<file path="src/rtl/fmc_pkg.sv">
// Shared definitions for the FMC bridge / math engine BRAM arbitration.
// Default geometry and the per-BRAM owner encoding.
package fmc_pkg;

   localparam int BRAMS   = 9;
   localparam int AW      = 12;
   localparam int DW      = 32;
   localparam int CTL_IDX = BRAMS - 1;

   typedef enum logic [1:0] {
      FREE = 2'd0,
      FMC  = 2'd1,
      MTX  = 2'd2
   } owner_e;

endpackage

</file>
<file path="src/rtl/bram_arb_slot.sv">
// One BRAM port: owner FSM (FREE/FMC/MTX) and the port mux for that BRAM.
// With MTX_ENABLE=0 the slot can never be locked by the math engine.
module bram_arb_slot #(
   parameter int AW         = 12,
   parameter int DW         = 32,
   parameter bit MTX_ENABLE = 1'b1
) (
   input  logic          fmc_clk,
   input  logic          rst,
   input  logic          fmc_en,
   input  logic          fmc_we,
   input  logic [AW-1:0] fmc_a,
   input  logic [DW-1:0] fmc_do,
   output logic [DW-1:0] fmc_di,
   input  logic          mtx_req,
   output logic          mtx_gnt,
   input  logic          mtx_en,
   input  logic          mtx_we,
   input  logic [AW-1:0] mtx_a,
   input  logic [DW-1:0] mtx_do,
   output logic [DW-1:0] mtx_di,
   output logic          bram_en,
   output logic          bram_we,
   output logic [AW-1:0] bram_a,
   output logic [DW-1:0] bram_do,
   input  logic [DW-1:0] bram_di,
   output logic          collision
);
   import fmc_pkg::*;

   owner_e owner_r;
   logic   gnt_r;
   logic   fmc_en_prev_r;

   // Owner FSM; the grant is registered together with the owner so it is never combinational from mtx_req.
   always_ff @(posedge fmc_clk) begin
      if (rst) begin
         owner_r       <= FREE;
         gnt_r         <= 1'b0;
         fmc_en_prev_r <= 1'b0;
      end else begin
         fmc_en_prev_r <= fmc_en;
         case (owner_r)
            FREE: begin
               if (fmc_en) begin
                  owner_r <= FMC;
                  gnt_r   <= 1'b0;
               end else if (mtx_req && MTX_ENABLE) begin
                  owner_r <= MTX;
                  gnt_r   <= 1'b1;
               end else begin
                  owner_r <= FREE;
                  gnt_r   <= 1'b0;
               end
            end
            FMC: begin
               // Release first; a pending lock request is picked up from FREE next edge.
               owner_r <= fmc_en ? FMC : FREE;
               gnt_r   <= 1'b0;
            end
            MTX: begin
               owner_r <= mtx_req ? MTX : FREE;
               gnt_r   <= mtx_req;
            end
            default: begin
               owner_r <= FREE;
               gnt_r   <= 1'b0;
            end
         endcase
      end
   end

   // Port mux driven from the registered owner; FMC path adds no latency.
   always_comb begin
      bram_en   = fmc_en;
      bram_we   = fmc_we & fmc_en;
      bram_a    = fmc_a;
      bram_do   = fmc_do;
      fmc_di    = bram_di;
      mtx_di    = {DW{1'b0}};
      collision = 1'b0;
      case (owner_r)
         MTX: begin
            bram_en   = mtx_en;
            bram_we   = mtx_we;
            bram_a    = mtx_a;
            bram_do   = mtx_do;
            fmc_di    = {DW{1'b0}};
            mtx_di    = bram_di;
            collision = fmc_en & ~fmc_en_prev_r;
         end
         FREE, FMC: begin
            bram_en = fmc_en;
         end
         default: begin
            bram_en = fmc_en;
         end
      endcase
   end

   assign mtx_gnt = gnt_r;

endmodule

</file>
<file path="src/rtl/bram_arbiter.sv">
// Per-BRAM arbiter between the FMC bridge and the matrix math engine.
// One slot per BRAM; the last line (control registers) stays FMC-owned.
module bram_arbiter #(
   parameter int BRAMS = fmc_pkg::BRAMS,
   parameter int AW    = fmc_pkg::AW,
   parameter int DW    = fmc_pkg::DW
) (
   input  logic                fmc_clk,
   input  logic                rst,
   input  logic [BRAMS-1:0]    fmc_en,
   input  logic                fmc_we,
   input  logic [AW-1:0]       fmc_a,
   input  logic [DW-1:0]       fmc_do,
   output logic [BRAMS*DW-1:0] fmc_di,
   input  logic [BRAMS-1:0]    mtx_req,
   output logic [BRAMS-1:0]    mtx_gnt,
   input  logic [BRAMS-1:0]    mtx_en,
   input  logic [BRAMS-1:0]    mtx_we,
   input  logic [BRAMS*AW-1:0] mtx_a,
   input  logic [BRAMS*DW-1:0] mtx_do,
   output logic [BRAMS*DW-1:0] mtx_di,
   output logic [BRAMS-1:0]    bram_en,
   output logic [BRAMS-1:0]    bram_we,
   output logic [BRAMS*AW-1:0] bram_a,
   output logic [BRAMS*DW-1:0] bram_do,
   input  logic [BRAMS*DW-1:0] bram_di,
   output logic                arb_err
);
   import fmc_pkg::*;

   localparam int CTL_LINE = BRAMS - 1;

   logic [BRAMS-1:0] collision_s;
   logic             arb_err_r;

   for (genvar i = 0; i < BRAMS; i++) begin : g_slot
      bram_arb_slot #(
         .AW         (AW),
         .DW         (DW),
         .MTX_ENABLE (i != CTL_LINE)
      ) u_slot (
         .fmc_clk   (fmc_clk),
         .rst       (rst),
         .fmc_en    (fmc_en[i]),
         .fmc_we    (fmc_we),
         .fmc_a     (fmc_a),
         .fmc_do    (fmc_do),
         .fmc_di    (fmc_di[i*DW +: DW]),
         .mtx_req   (mtx_req[i]),
         .mtx_gnt   (mtx_gnt[i]),
         .mtx_en    (mtx_en[i]),
         .mtx_we    (mtx_we[i]),
         .mtx_a     (mtx_a[i*AW +: AW]),
         .mtx_do    (mtx_do[i*DW +: DW]),
         .mtx_di    (mtx_di[i*DW +: DW]),
         .bram_en   (bram_en[i]),
         .bram_we   (bram_we[i]),
         .bram_a    (bram_a[i*AW +: AW]),
         .bram_do   (bram_do[i*DW +: DW]),
         .bram_di   (bram_di[i*DW +: DW]),
         .collision (collision_s[i])
      );
   end

   // Any slot collision gives a single one-cycle error pulse.
   always_ff @(posedge fmc_clk) begin
      if (rst) begin
         arb_err_r <= 1'b0;
      end else begin
         arb_err_r <= |collision_s;
      end
   end

   assign arb_err = arb_err_r;

endmodule

</file>
<file path="config.mk">
export PLATFORM = sky130hd
export DESIGN_NAME = bram_arbiter
export DESIGN_NICKNAME = d
export VERILOG_FILES = /design/src/rtl/fmc_pkg.sv /design/src/rtl/bram_arb_slot.sv /design/src/rtl/bram_arbiter.sv
export SDC_FILE = /design/constraint.sdc
export NUM_CORES = 1
export LEC_CHECK = 0
export BUFFER_PORTS_ARGS = -buffer_cell sky130_fd_sc_hd__buf_4
export CORE_AREA = 2 2 683 685
export CTS_CLUSTER_DIAMETER = 120
export CTS_CLUSTER_SIZE = 28
export DETAILED_ROUTE_END_ITERATION = 12
export DIE_AREA = 0 0 685 687
export PLACE_DENSITY = 0.3
export SETUP_SLACK_MARGIN = 0.1
export SLEW_MARGIN = 30
export SYNTH_ARGS = -nofsm -noshare
export SYNTH_HDL_FRONTEND = slang
export SYNTH_SLANG_ARGS = --single-unit
</file>
<file path="constraint.sdc">
create_clock -name fmc_clk -period 1.5 [get_ports fmc_clk]
set_input_delay 0.075 -clock fmc_clk [delete_from_list [all_inputs] [get_ports fmc_clk]]
set_output_delay 0.075 -clock fmc_clk [all_outputs]
set_load 0.005 [all_outputs]
</file>
==> out/qor.csv, run 1 <==
metric,value,unit
global route overflow,0,
Synth warnings,0,
max cap viols,0,
M3 GR Usage,0.133,
met2 track demand over resource,0.277,
final worst slack,-0.503,ns
cell area after synthesis,10500,µm²
global-route wire length before repair,464,mm
fin util,0.0844,
Fmax,499,MHz
synthesized net count,2019,
Num CTS Buffers,5,
leading area contributor after synthesis,mux2_2,
Layout Skew,0.0132,ns
top post-synthesis cells by area,"mux2_2 (43%), nor2b_1 (19%), and2_1 (17%), dfxtp_1 (7.0%), buf_4 (3.8%)",
synth-to-layout area growth,271,%
Initial Utilization,0.0228,
"most common cell after layout, fill and taps aside",buf_4,
worst skew pair latency,0.29,ns
fin nets,3939,
final setup fails,957,
H-tree depth,2,
largest net degree at the start of global routing,59,
clock sink count,37,
P per Cell Area,363,nW/µm²
Synth Area per Inst,8.41,µm²
Port Buffers,1766,
number of placement rows,250,
Post-DP HPWL,388,mm
GR Layer Usage met1,0.172,
Vias/cell,2.24,
Via Count,21194,
combinational power share,0.837,
Boundary Pins,1767,
dpl cell area,32300,µm²
Startpoint Class,flip-flop,
CP arrival,1.93,ns
Slew Limit Fails,0,
Core Area,463000,µm²
most frequent cells in the layout,"buf_4 (1,495), buf_6 (300), nor2b_1 (278)",
clock slew at reported path FFs,0.06,ns
die area,471000,µm²
post-layout minimum cycle time,2.00,ns
Worst Tran Pin Value,0.617,ns
Pint,7490,µW
CTS tree,done,
clk buf depth,2,
routability cong.,1.07,
Critical Path RT,1.42,ns
worst hold path class,input pin to flip-flop,
WL/cell,45.3,µm
Initial DRT Pass Iterations,8,
remaining antenna violation count,0,
Worst setup EP type,primary output,
DRC,0,
failing checks,negative setup slack,
design area,39100,µm²
sequential power share,0.075,
Yosys cell types,23,
clock power share,0.088,
cells after synthesis,1252,
sequential area share after synthesis,0.0704,
antenna violations before repair,456,
chip height,687,µm
leak pwr,0.0163,µW
VDD IR max,413,µV
switching power share of the total,0.472,
vias in the first global route,20034,
max_slew headroom,0.583,
ratio of cells with drive above 1 in the final layout,0.819,
Root Buffer Master,clkbuf_16,
Final Cycle Share,1.34,
Yosys top cell area share,0.431,
"Hold Violations, Final",0,
RSZ-0062 raised after global routing,yes,
GRT Overall Usage,0.170,
#FFs+latches synth,37,
crit path max fanout,10,
First DRT Iteration DRCs,1698,
sw power,6700,µW
fillcell total,54013,
Worst Setup Path Type,flip-flop to primary output,
Die X,685,µm
status,finished with violations,
busiest grt layer,met2,
routed wire length,428,mm
flip-flops by register name, summed over array words and instances (netlist names):
register	flops
g_slot.u_slot.mtx_gnt	9
g_slot.u_slot.owner_r	18
g_slot.u_slot.fmc_en_prev_r	9
arb_err	1
critical path: stages (launching register included):
cell and delay [ns]:
dfxtp_2 0.32, nor2b_4 0.18, buf_6 0.14, buf_16 0.16, buf_12 0.15, buf_16 0.16
mux2_4 0.32, buf_6 0.12
per-layer routing:
| metal | vias up | routed length, µm | part of all wire |
|---|---|---|---|
| met5 | - | 1230 | 0.0029 |
| met4 | 154 | 13100 | 0.031 |
| met3 | 815 | 71400 | 0.17 |
| met2 | 2077 | 193000 | 0.45 |
| met1 | 10025 | 150000 | 0.35 |
| li1 | 8123 | - | - |
cell usage after synthesis:
| master | number |
|---|---|
| nand2_1 | 18 |
| buf_6 | 25 |
| a32oi_1 | 3 |
| and2_1 | 288 |
| a221oi_1 | 1 |
| nor2b_1 | 319 |
| nor4b_1 | 16 |
| clkbuf_1 | 12 |
| nor2b_4 | 7 |
| nor2b_2 | 2 |
| and3b_1 | 2 |
| nor4bb_1 | 1 |
| a41oi_1 | 1 |
| inv_1 | 3 |
| buf_4 | 53 |
| clkbuf_2 | 12 |
| buf_2 | 34 |
| mux2_1 | 2 |
| buf_1 | 3 |
| o21ai_0 | 9 |
| dfxtp_1 | 37 |
| mux2_2 | 403 |
| buf_8 | 1 |
power by group through the flow:
stage / Sequential, µW / Combinational, µW / Clock, µW
floorplan: 1080 / 2000 / 0
global placement: 1080 / 10300 / 0
detailed placement: 1080 / 10300 / 0
CTS: 1060 / 11100 / 1280
global route: 1060 / 12500 / 1330
finish: 1060 / 11900 / 1250
final cells by class:
type	instances	area, µm²	area share
diodes	96	240	0.00615
repair buffers	2053	20000	0.512
clock inverters	2	38.8	0.000993
flip-flops and latches	37	754	0.0193
inverters	3	11.3	0.000288
well taps	6174	7720	0.198
clock buffers	6	129	0.00330
multi-input cells	1072	10200	0.260
through the flow:
step	setup WS, ns	setup TNS, ns	instances	power, µW	hold WS, ns
6_report	-0.503	-311.22	9443	14200	0.0453
5_1_grt	-0.526	-361.63	9377	14900	0.0577
4_1_cts	-0.489	-298.41	9267	13500	0.0512
3_5_place_dp	-0.526	-51.63	9190	11400	0.353
3_3_place_gp	-0.531	-47.15	9190	11400	0.353
2_1_floorplan	0.255	0	1252	3080	0.154
cell families after synthesis:
family,after synthesis,share of synthesized area
muxes,405,0.433
buffers and inverters,143,0.0942
and+or+nand+nor,653,0.394
AOI/OAI and AO/OA,14,0.00844
DFF,37,0.0704
final timing paths:
| check | startpoint | end | slack (ns) | cells after the start |
|---|---|---|---|---|
| worst max-delay path | g_slot[2].u_slot.owner_r[1] | bram_do[72] | -0.50 | 7 |
| worst min register to register | g_slot[3].u_slot.owner_r[1] | g_slot[3].u_slot.owner_r[0] | 0.50 | 2 |
| worst min-delay path | mtx_req[8] | g_slot[8].u_slot.mtx_gnt | 0.05 | 2 |
| worst max register to register | g_slot[4].u_slot.owner_r[1] | arb_err | -0.20 | 7 |
what timing repair did:
item / CTS / global route
hold buffers: 0 / 0
cloned: 21 / 30
pin swaps: 13 / 46
endpoints found under the setup margin: 990 / 991
resized for setup: 423 / 634
setup buffers: 49 / 51
Power figures use the tool's default switching activity.
==> run 2, diff against run 1 <==
Settings changed: ABC_AREA from default to 1, CORE_AREA 2 2 683 685 to 2 2 684 686, DIE_AREA 0 0 685 687 to 0 0 686 688.
==> run 2 against run 1 <==
Against the previous run: the run still ends with negative setup slack left; clock power is essentially flat; synthesized cell count grew 97%; critical path depth grew 1.
==> out/qor.csv, run 2 <==
metric,value,unit,change
status,finished with violations,,unchanged
failing checks,negative setup slack,,unchanged
number of placement rows,251,,was 250
Via Count,25318,,"was 21,194"
remaining antenna violation count,0,,unchanged
WL/cell,38.5,µm,was 45.3 µm
Initial Utilization,0.0220,,was 0.0228
sw power,7230,µW,was 6700 µW
max_slew headroom,0.500,,was 0.583
H-tree depth,2,,unchanged
routability cong.,0.981,,was 1.07
dpl cell area,32800,µm²,"was 32,300 µm²"
chip height,688,µm,was 687 µm
cells after synthesis,2471,,"was 1,252"
"Hold Violations, Final",0,,unchanged
#FFs+latches synth,37,,unchanged
switching power share of the total,0.527,,was 0.472
final setup fails,949,,was 957
leak pwr,0.0189,µW,was 0.0163 µW
ratio of cells with drive above 1 in the final layout,0.573,,was 0.819
Pint,6490,µW,was 7490 µW
fin nets,5136,,"was 3,939"
leading area contributor after synthesis,nand2_1,,was mux2_2
Synth warnings,0,,unchanged
Initial DRT Pass Iterations,7,,was 8
Startpoint Class,flip-flop,,unchanged
Worst Tran Pin Value,0.750,ns,was 0.617 ns
combinational power share,0.832,,was 0.837
GRT Overall Usage,0.164,,was 0.170
DP Worst Slack,-0.679,ns,was -0.526 ns
CTS tree,done,,unchanged
synth-to-layout area growth,278,%,was 271%
reg2reg end,g_slot[8].u_slot.owner_r[1],,was arb_err
die area,472000,µm²,"was 471,000 µm²"
Die X,686,µm,was 685 µm
Largest register FFs,18,,unchanged
sequential area share after synthesis,0.0725,,was 0.0704
Synth Area per Inst,4.14,µm²,was 8.41 µm²
R2R cell count,9,,was 7
Final Cycle Share,1.26,,was 1.34
"most common cell after layout, fill and taps aside",buf_4,,unchanged
RSZ-0062 raised after global routing,yes,,unchanged
Slew Limit Fails,0,,unchanged
VDD IR max,344,µV,was 413 µV
Root Buffer Master,clkbuf_16,,unchanged
DRC,0,,unchanged
Worst Setup Path Type,flip-flop to primary output,,unchanged
Port Buffers,1766,,unchanged
largest net degree at the start of global routing,35,,was 59
synthesized net count,3238,,"was 2,019"
worst skew pair latency,0.34,ns,was 0.29 ns
sequential power share,0.077,,was 0.075
Num CTS Buffers,5,,unchanged
hold depth,3,,was 2
design area,38600,µm²,"was 39,100 µm²"
Core Area,465000,µm²,"was 463,000 µm²"
final worst slack,-0.394,ns,was -0.503 ns
Yosys cell types,15,,was 23
worst hold path class,input pin to flip-flop,,unchanged
Post-DP HPWL,366,mm,was 388 mm
number of flops mapped to enable cells by yosys,0,,unchanged
clock sink count,37,,unchanged
Worst setup EP type,primary output,,unchanged
Pwr Total,13700,µW,"was 14,200 µW"
Boundary Pins,1767,,unchanged
reg2reg setup slack,-0.06,ns,was -0.20 ns
antenna violations before repair,365,,was 456
reg-to-reg critical path startpoint,g_slot[8].u_slot.owner_r[1],,was g_slot[4].u_slot.owner_r[1]
"count leader, synth",nand2_1,,was mux2_2
routed wire length,409,mm,was 428 mm
Hold EP,g_slot[1].u_slot.owner_r[1],,was g_slot[8].u_slot.mtx_gnt
cell area after synthesis,10200,µm²,"was 10,500 µm²"
First DRT Iteration DRCs,1672,,"was 1,698"
fin util,0.0830,,was 0.0844
global route overflow,0,,unchanged
Hold Path Origin,mtx_req[1],,was mtx_req[8]
Yosys top cell area share,0.452,,was 0.431
clk buf depth,2,,unchanged
P per Cell Area,355,nW/µm²,was 363 nW/µm²
most frequent cells after synthesis,"nand2_1 (1,232), nor2_1 (612), inv_1 (324)",,"was mux2_2 (403), nor2b_1 (319), and2_1 (288)"
Critical Path RT,1.42,ns,about the same
global-route wire length before repair,460,mm,was 464 mm
clock slew at reported path FFs,0.08,ns,was 0.06 ns
crit path max fanout,8,,was 10
clock power share,0.091,,was 0.088
max cap viols,0,,unchanged
Top reg by flops,g_slot.u_slot.owner_r,,unchanged
Fmax,528,MHz,was 499 MHz
vias in the first global route,24224,,"was 20,034"
most frequent cells in the layout,"buf_4 (1,746), nand2_1 (962), nor2_1 (537)",,"was buf_4 (1,495), buf_6 (300), nor2b_1 (278)"
Layout Skew,0.0214,ns,was 0.0132 ns
CP arrival,1.82,ns,was 1.93 ns
Vias/cell,2.38,,was 2.24
post-layout minimum cycle time,1.89,ns,was 2.00 ns
Synth async-reset ratio,0,,unchanged
"Top FF cell, synth",dfxtp_1,,unchanged
top post-synthesis cells by area,"nand2_1 (45%), nor2_1 (22%), inv_1 (12%), dfxtp_1 (7.2%), buf_4 (3.5%)",,"was mux2_2 (43%), nor2b_1 (19%), and2_1 (17%), dfxtp_1 (7.0%), buf_4 (3.8%)"
## run 2: power groups by stage
| stage | clock network (µW) | registers [µW] | logic [µW] |
|---|---|---|---|
| detailed placement | 0 | 1080 | 10400 |
| global placement | 0 | 1080 | 10400 |
| floorplan | 0 | 1070 | 2080 |
| finish | 1240 | 1060 | 11400 |
| CTS | 1350 | 1060 | 11400 |
| global route | 1350 | 1070 | 12200 |
## run 2: timing repair
item / CTS / global route
gates resized for setup: 564 / 369
buffers inserted: 85 / 20
hold endpoints to repair: 5 / 0
hold buffers: 3 / 0
endpoints found under the setup margin: 993 / 996
cloned: 25 / 14
pin swaps: 45 / 48
## run 2: area by class of cell
| cell class | instances | area [µm²] |
|---|---|---|
| diodes | 54 | 135 |
| clock buffers | 6 | 129 |
| clock inverters | 2 | 10.0 |
| fillers | 55085 | 427000 |
| inverters | 333 | 1410 |
| multi-input cells | 1883 | 9090 |
| flip-flops and latches | 37 | 762 |
| well taps | 6198 | 7750 |
| repair buffers | 2106 | 19300 |
| repair inverters | 3 | 45.0 |
## run 2: worst max-delay path by stage
stage / endpoint / startpoint / depth (start not counted)
floorplan: mtx_di[277] / g_slot[8].u_slot.owner_r[1] / 6
global placement: bram_we[8] / g_slot[8].u_slot.owner_r[1] / 7
detailed placement: mtx_di[271] / g_slot[8].u_slot.owner_r[1] / 8
CTS: mtx_di[271] / g_slot[8].u_slot.owner_r[1] / 8
global route: bram_do[281] / g_slot[8].u_slot.owner_r[1] / 9
finish: mtx_di[271] / g_slot[8].u_slot.owner_r[1] / 8
## run 2: through the flow
| stage | instances | hold slack (ns) | setup TNS (ns) |
|---|---|---|---|
| 2_1_floorplan | 2471 | 0.211 | 0 |
| 3_3_place_gp | 10415 | 0.357 | -12.01 |
| 3_5_place_dp | 10415 | 0.361 | -8.08 |
| 4_1_cts | 10536 | 0.00426 | -255.62 |
| 5_1_grt | 10593 | 0.0200 | -282.96 |
| 6_report | 10622 | 0.0288 | -193.95 |
## run 2: kinds of logic after synthesis
group | after synthesis | synth area share
AND/OR/NAND/NOR | 1873 | 0.696
flip-flops | 37 | 0.0725
buffers and inverters | 551 | 0.226
AO/OA/AOI/OAI | 10 | 0.00490
## run 2: routing by layer
metal  GRT usage  routed length (µm)  vias up
met5           0                 724        -
met4      0.0403               14500      108
met3      0.0761               43500      708
met2       0.268              184000     1797
met1       0.194              166000    11873
li1            -                   -    10832
## run 2: critical path: stages, from the launching register on
cell,delay (ns)
dfxtp_2,0.35
inv_2,0.05
nor2_4,0.11
buf_6,0.16
inv_12,0.05
buf_12,0.15
buf_6,0.12
nor2_4,0.30
buf_6,0.15
==> run 3, diff against run 2 <==
Settings changed: CORE_AREA 2 2 684 686 to 2 2 683 685, DIE_AREA 0 0 686 688 to 0 0 685 687.
==> run 3 against run 2 <==
Against the previous run: the run still ends with negative setup slack left; sequential cell count did not move; hold slack worse by 0.00066 ns; routed wire length increased by 3.1%; cell area up 4.6%; worst setup slack lost 0.0084 ns; register-to-register slack got worse by 0.02 ns; first-iteration DRC count down 2.0%; sequential power barely moved; count of clock-buffer cells in the layout fell by 1; critical path type unchanged; critical endpoint is now mtx_di[221].
==> out/qor.csv, run 3 (synthesized netlist as in run 2, its figures left out) <==
metric,value,unit,change
GRT Overall Usage,0.171,,was 0.164
First DRT Iteration DRCs,1639,,"was 1,672"
worst skew pair latency,0.32,ns,was 0.34 ns
Slew Limit Fails,0,,unchanged
Die X,685,µm,was 686 µm
VDD IR max,372,µV,was 344 µV
Boundary Pins,1767,,unchanged
Slowest Stage Delay on Critical Path,0.33,ns,was 0.35 ns
global route overflow,0,,unchanged
clock slew at reported path FFs,0.07,ns,was 0.08 ns
synth-to-layout area growth,295,%,was 278%
ratio of cells with drive above 1 in the final layout,0.592,,was 0.573
fillcell total,54718,,"was 55,085"
number of placement rows,250,,was 251
remaining antenna violation count,0,,unchanged
largest net degree at the start of global routing,30,,was 35
Worst setup EP type,primary output,,unchanged
clock sink count,37,,unchanged
Pwr Total,14400,µW,"was 13,700 µW"
Top reg by flops,g_slot.u_slot.owner_r,,unchanged
Worst Setup Path Type,flip-flop to primary output,,unchanged
critical path cell sequence,inv_4 > nand2_8 > buf_12 > buf_16 > bufbuf_16 > nor2_1 > buf_4,,was inv_2 > nor2_4 > buf_6 > inv_12 > buf_12 > buf_6 > nor2_4 > buf_6
max_slew headroom,0.437,,was 0.500
fin util,0.0873,,was 0.0830
Initial DRT Pass Iterations,5,,was 7
Port Buffers,1766,,unchanged
"Hold Violations, Final",0,,unchanged
H-tree depth,2,,unchanged
leak pwr,0.0199,µW,was 0.0189 µW
Largest register FFs,18,,unchanged
vias in the first global route,24954,,"was 24,224"
Hold Path Origin,mtx_req[5],,was mtx_req[1]
status,finished with violations,,unchanged
Initial Utilization,0.0221,,was 0.0220
Post-DP HPWL,371,mm,was 366 mm
Layout Skew,0.0112,ns,was 0.0214 ns
most frequent cells in the layout,"buf_4 (1,753), nand2_1 (944), nor2_1 (511)",,"was buf_4 (1,746), nand2_1 (962), nor2_1 (537)"
chip height,687,µm,was 688 µm
post-layout minimum cycle time,1.90,ns,was 1.89 ns
Worst Setup SP,g_slot[6].u_slot.owner_r[0],,was g_slot[8].u_slot.owner_r[1]
max cap viols,0,,unchanged
register area,763,µm²,was 762 µm²
"most common cell after layout, fill and taps aside",buf_4,,unchanged
die area,471000,µm²,"was 472,000 µm²"
global-route wire length before repair,476,mm,was 460 mm
Root Buffer Master,clkbuf_16,,unchanged
Slowest cell on crit path,dfxtp_2,,unchanged
Worst Tran Pin Value,0.845,ns,was 0.750 ns
Core Area,463000,µm²,"was 465,000 µm²"
routed wire length,422,mm,was 409 mm
failing checks,negative setup slack,,unchanged
Vias/cell,2.40,,was 2.38
Num CTS Buffers,5,,unchanged
CP arrival,1.83,ns,was 1.82 ns
crit path max fanout,8,,unchanged
P per Cell Area,357,nW/µm²,was 355 nW/µm²
reg-to-reg critical path startpoint,g_slot[3].u_slot.owner_r[1],,was g_slot[8].u_slot.owner_r[1]
DRC,0,,unchanged
final setup fails,974,,was 949
routability cong.,0.936,,was 0.981
clk buf depth,2,,unchanged
CTS tree,done,,unchanged
Fmax,526,MHz,was 528 MHz
antenna violations before repair,367,,was 365
Startpoint Class,flip-flop,,unchanged
Final Cycle Share,1.27,,was 1.26
worst hold path class,input pin to flip-flop,,unchanged
WL/cell,39.4,µm,was 38.5 µm
final worst slack,-0.402,ns,was -0.394 ns
setup TNS,-209.49,ns,was -193.95 ns
RSZ-0062 raised after global routing,yes,,unchanged
Via Count,25664,,"was 25,318"
fin nets,5218,,"was 5,136"
Critical Path RT,1.42,ns,about the same
footprint of the multi-input gates,9570,µm²,was 9090 µm²
run 3: changes by cell type in the layout (fill, tap and decap cells not counted), sizes merged, moves of 2 or more:
cell         previous run  this run
buf                  2083      2166
diode                  54        77
bufbuf                  7        10
clkbuf                 19        17
dlygate4sd3             3         1
inv                   333       331
run 3: path summary, 6_finish.rpt:
path,slack [ns],endpoint,depth (start not counted)
worst min-delay path,0.03,g_slot[5].u_slot.owner_r[1],3
worst max-delay path,-0.40,mtx_di[221],7
worst max register to register,-0.08,g_slot[3].u_slot.mtx_gnt,9
worst min register to register,0.44,g_slot[4].u_slot.owner_r[0],1
run 3: final cells by class:
cell class / instances / share of cell area
antenna: 77 / 0.00477
timing repair inverter: 2 / 0.000620
inverter: 333 / 0.0356
sequential: 37 / 0.0189
clock inverter: 3 / 0.00115
clock buffer: 5 / 0.00310
multi-input combinational: 1883 / 0.237
timing repair buffer: 2189 / 0.508
tap: 6174 / 0.191
run 3: stage by stage:
| stage | area, µm² | hold slack, ns | worst slack (ns) | instances |
|---|---|---|---|---|
| final | 40400 | 0.0281 | -0.402 | 10703 |
| after global routing | 40300 | 0.0255 | -0.482 | 10662 |
| after CTS | 38000 | 0.00558 | -0.457 | 10592 |
| after detailed placement | 33000 | 0.351 | -0.615 | 10434 |
| after global placement | 33000 | 0.357 | -0.601 | 10434 |
| after floorplan | 10200 | 0.211 | 0.413 | 2471 |
run 3: what timing repair did:
item                                   4_1_cts  5_1_grt
endpoints found under the hold margin        1        0
cloned                                      36       12
setup endpoints to repair                  998     1001
gates resized for setup                    659      472
pin swaps                                   70       64
buffers inserted                           118       26
hold buffers                                 1        0
run 3: worst max-delay path, delay by kind of cell (launching register included):
kind / cells / cell delay (ns)
buf+inv: 5 / 0.85
simple gates: 2 / 0.30
flops: 1 / 0.33
run 3: routing by layer:
metal | GRT usage | part of all wire
met1 | 0.202 | 0.40
met2 | 0.287 | 0.46
met3 | 0.0724 | 0.10
met4 | 0.0333 | 0.031
met5 | 0.000102 | 0.0017
run 3: power breakdown:
| group | internal [µW] | switching [µW] |
|---|---|---|
| clock network | 792 | 592 |
| logic | 5140 | 6830 |
| registers | 1030 | 28.5 |
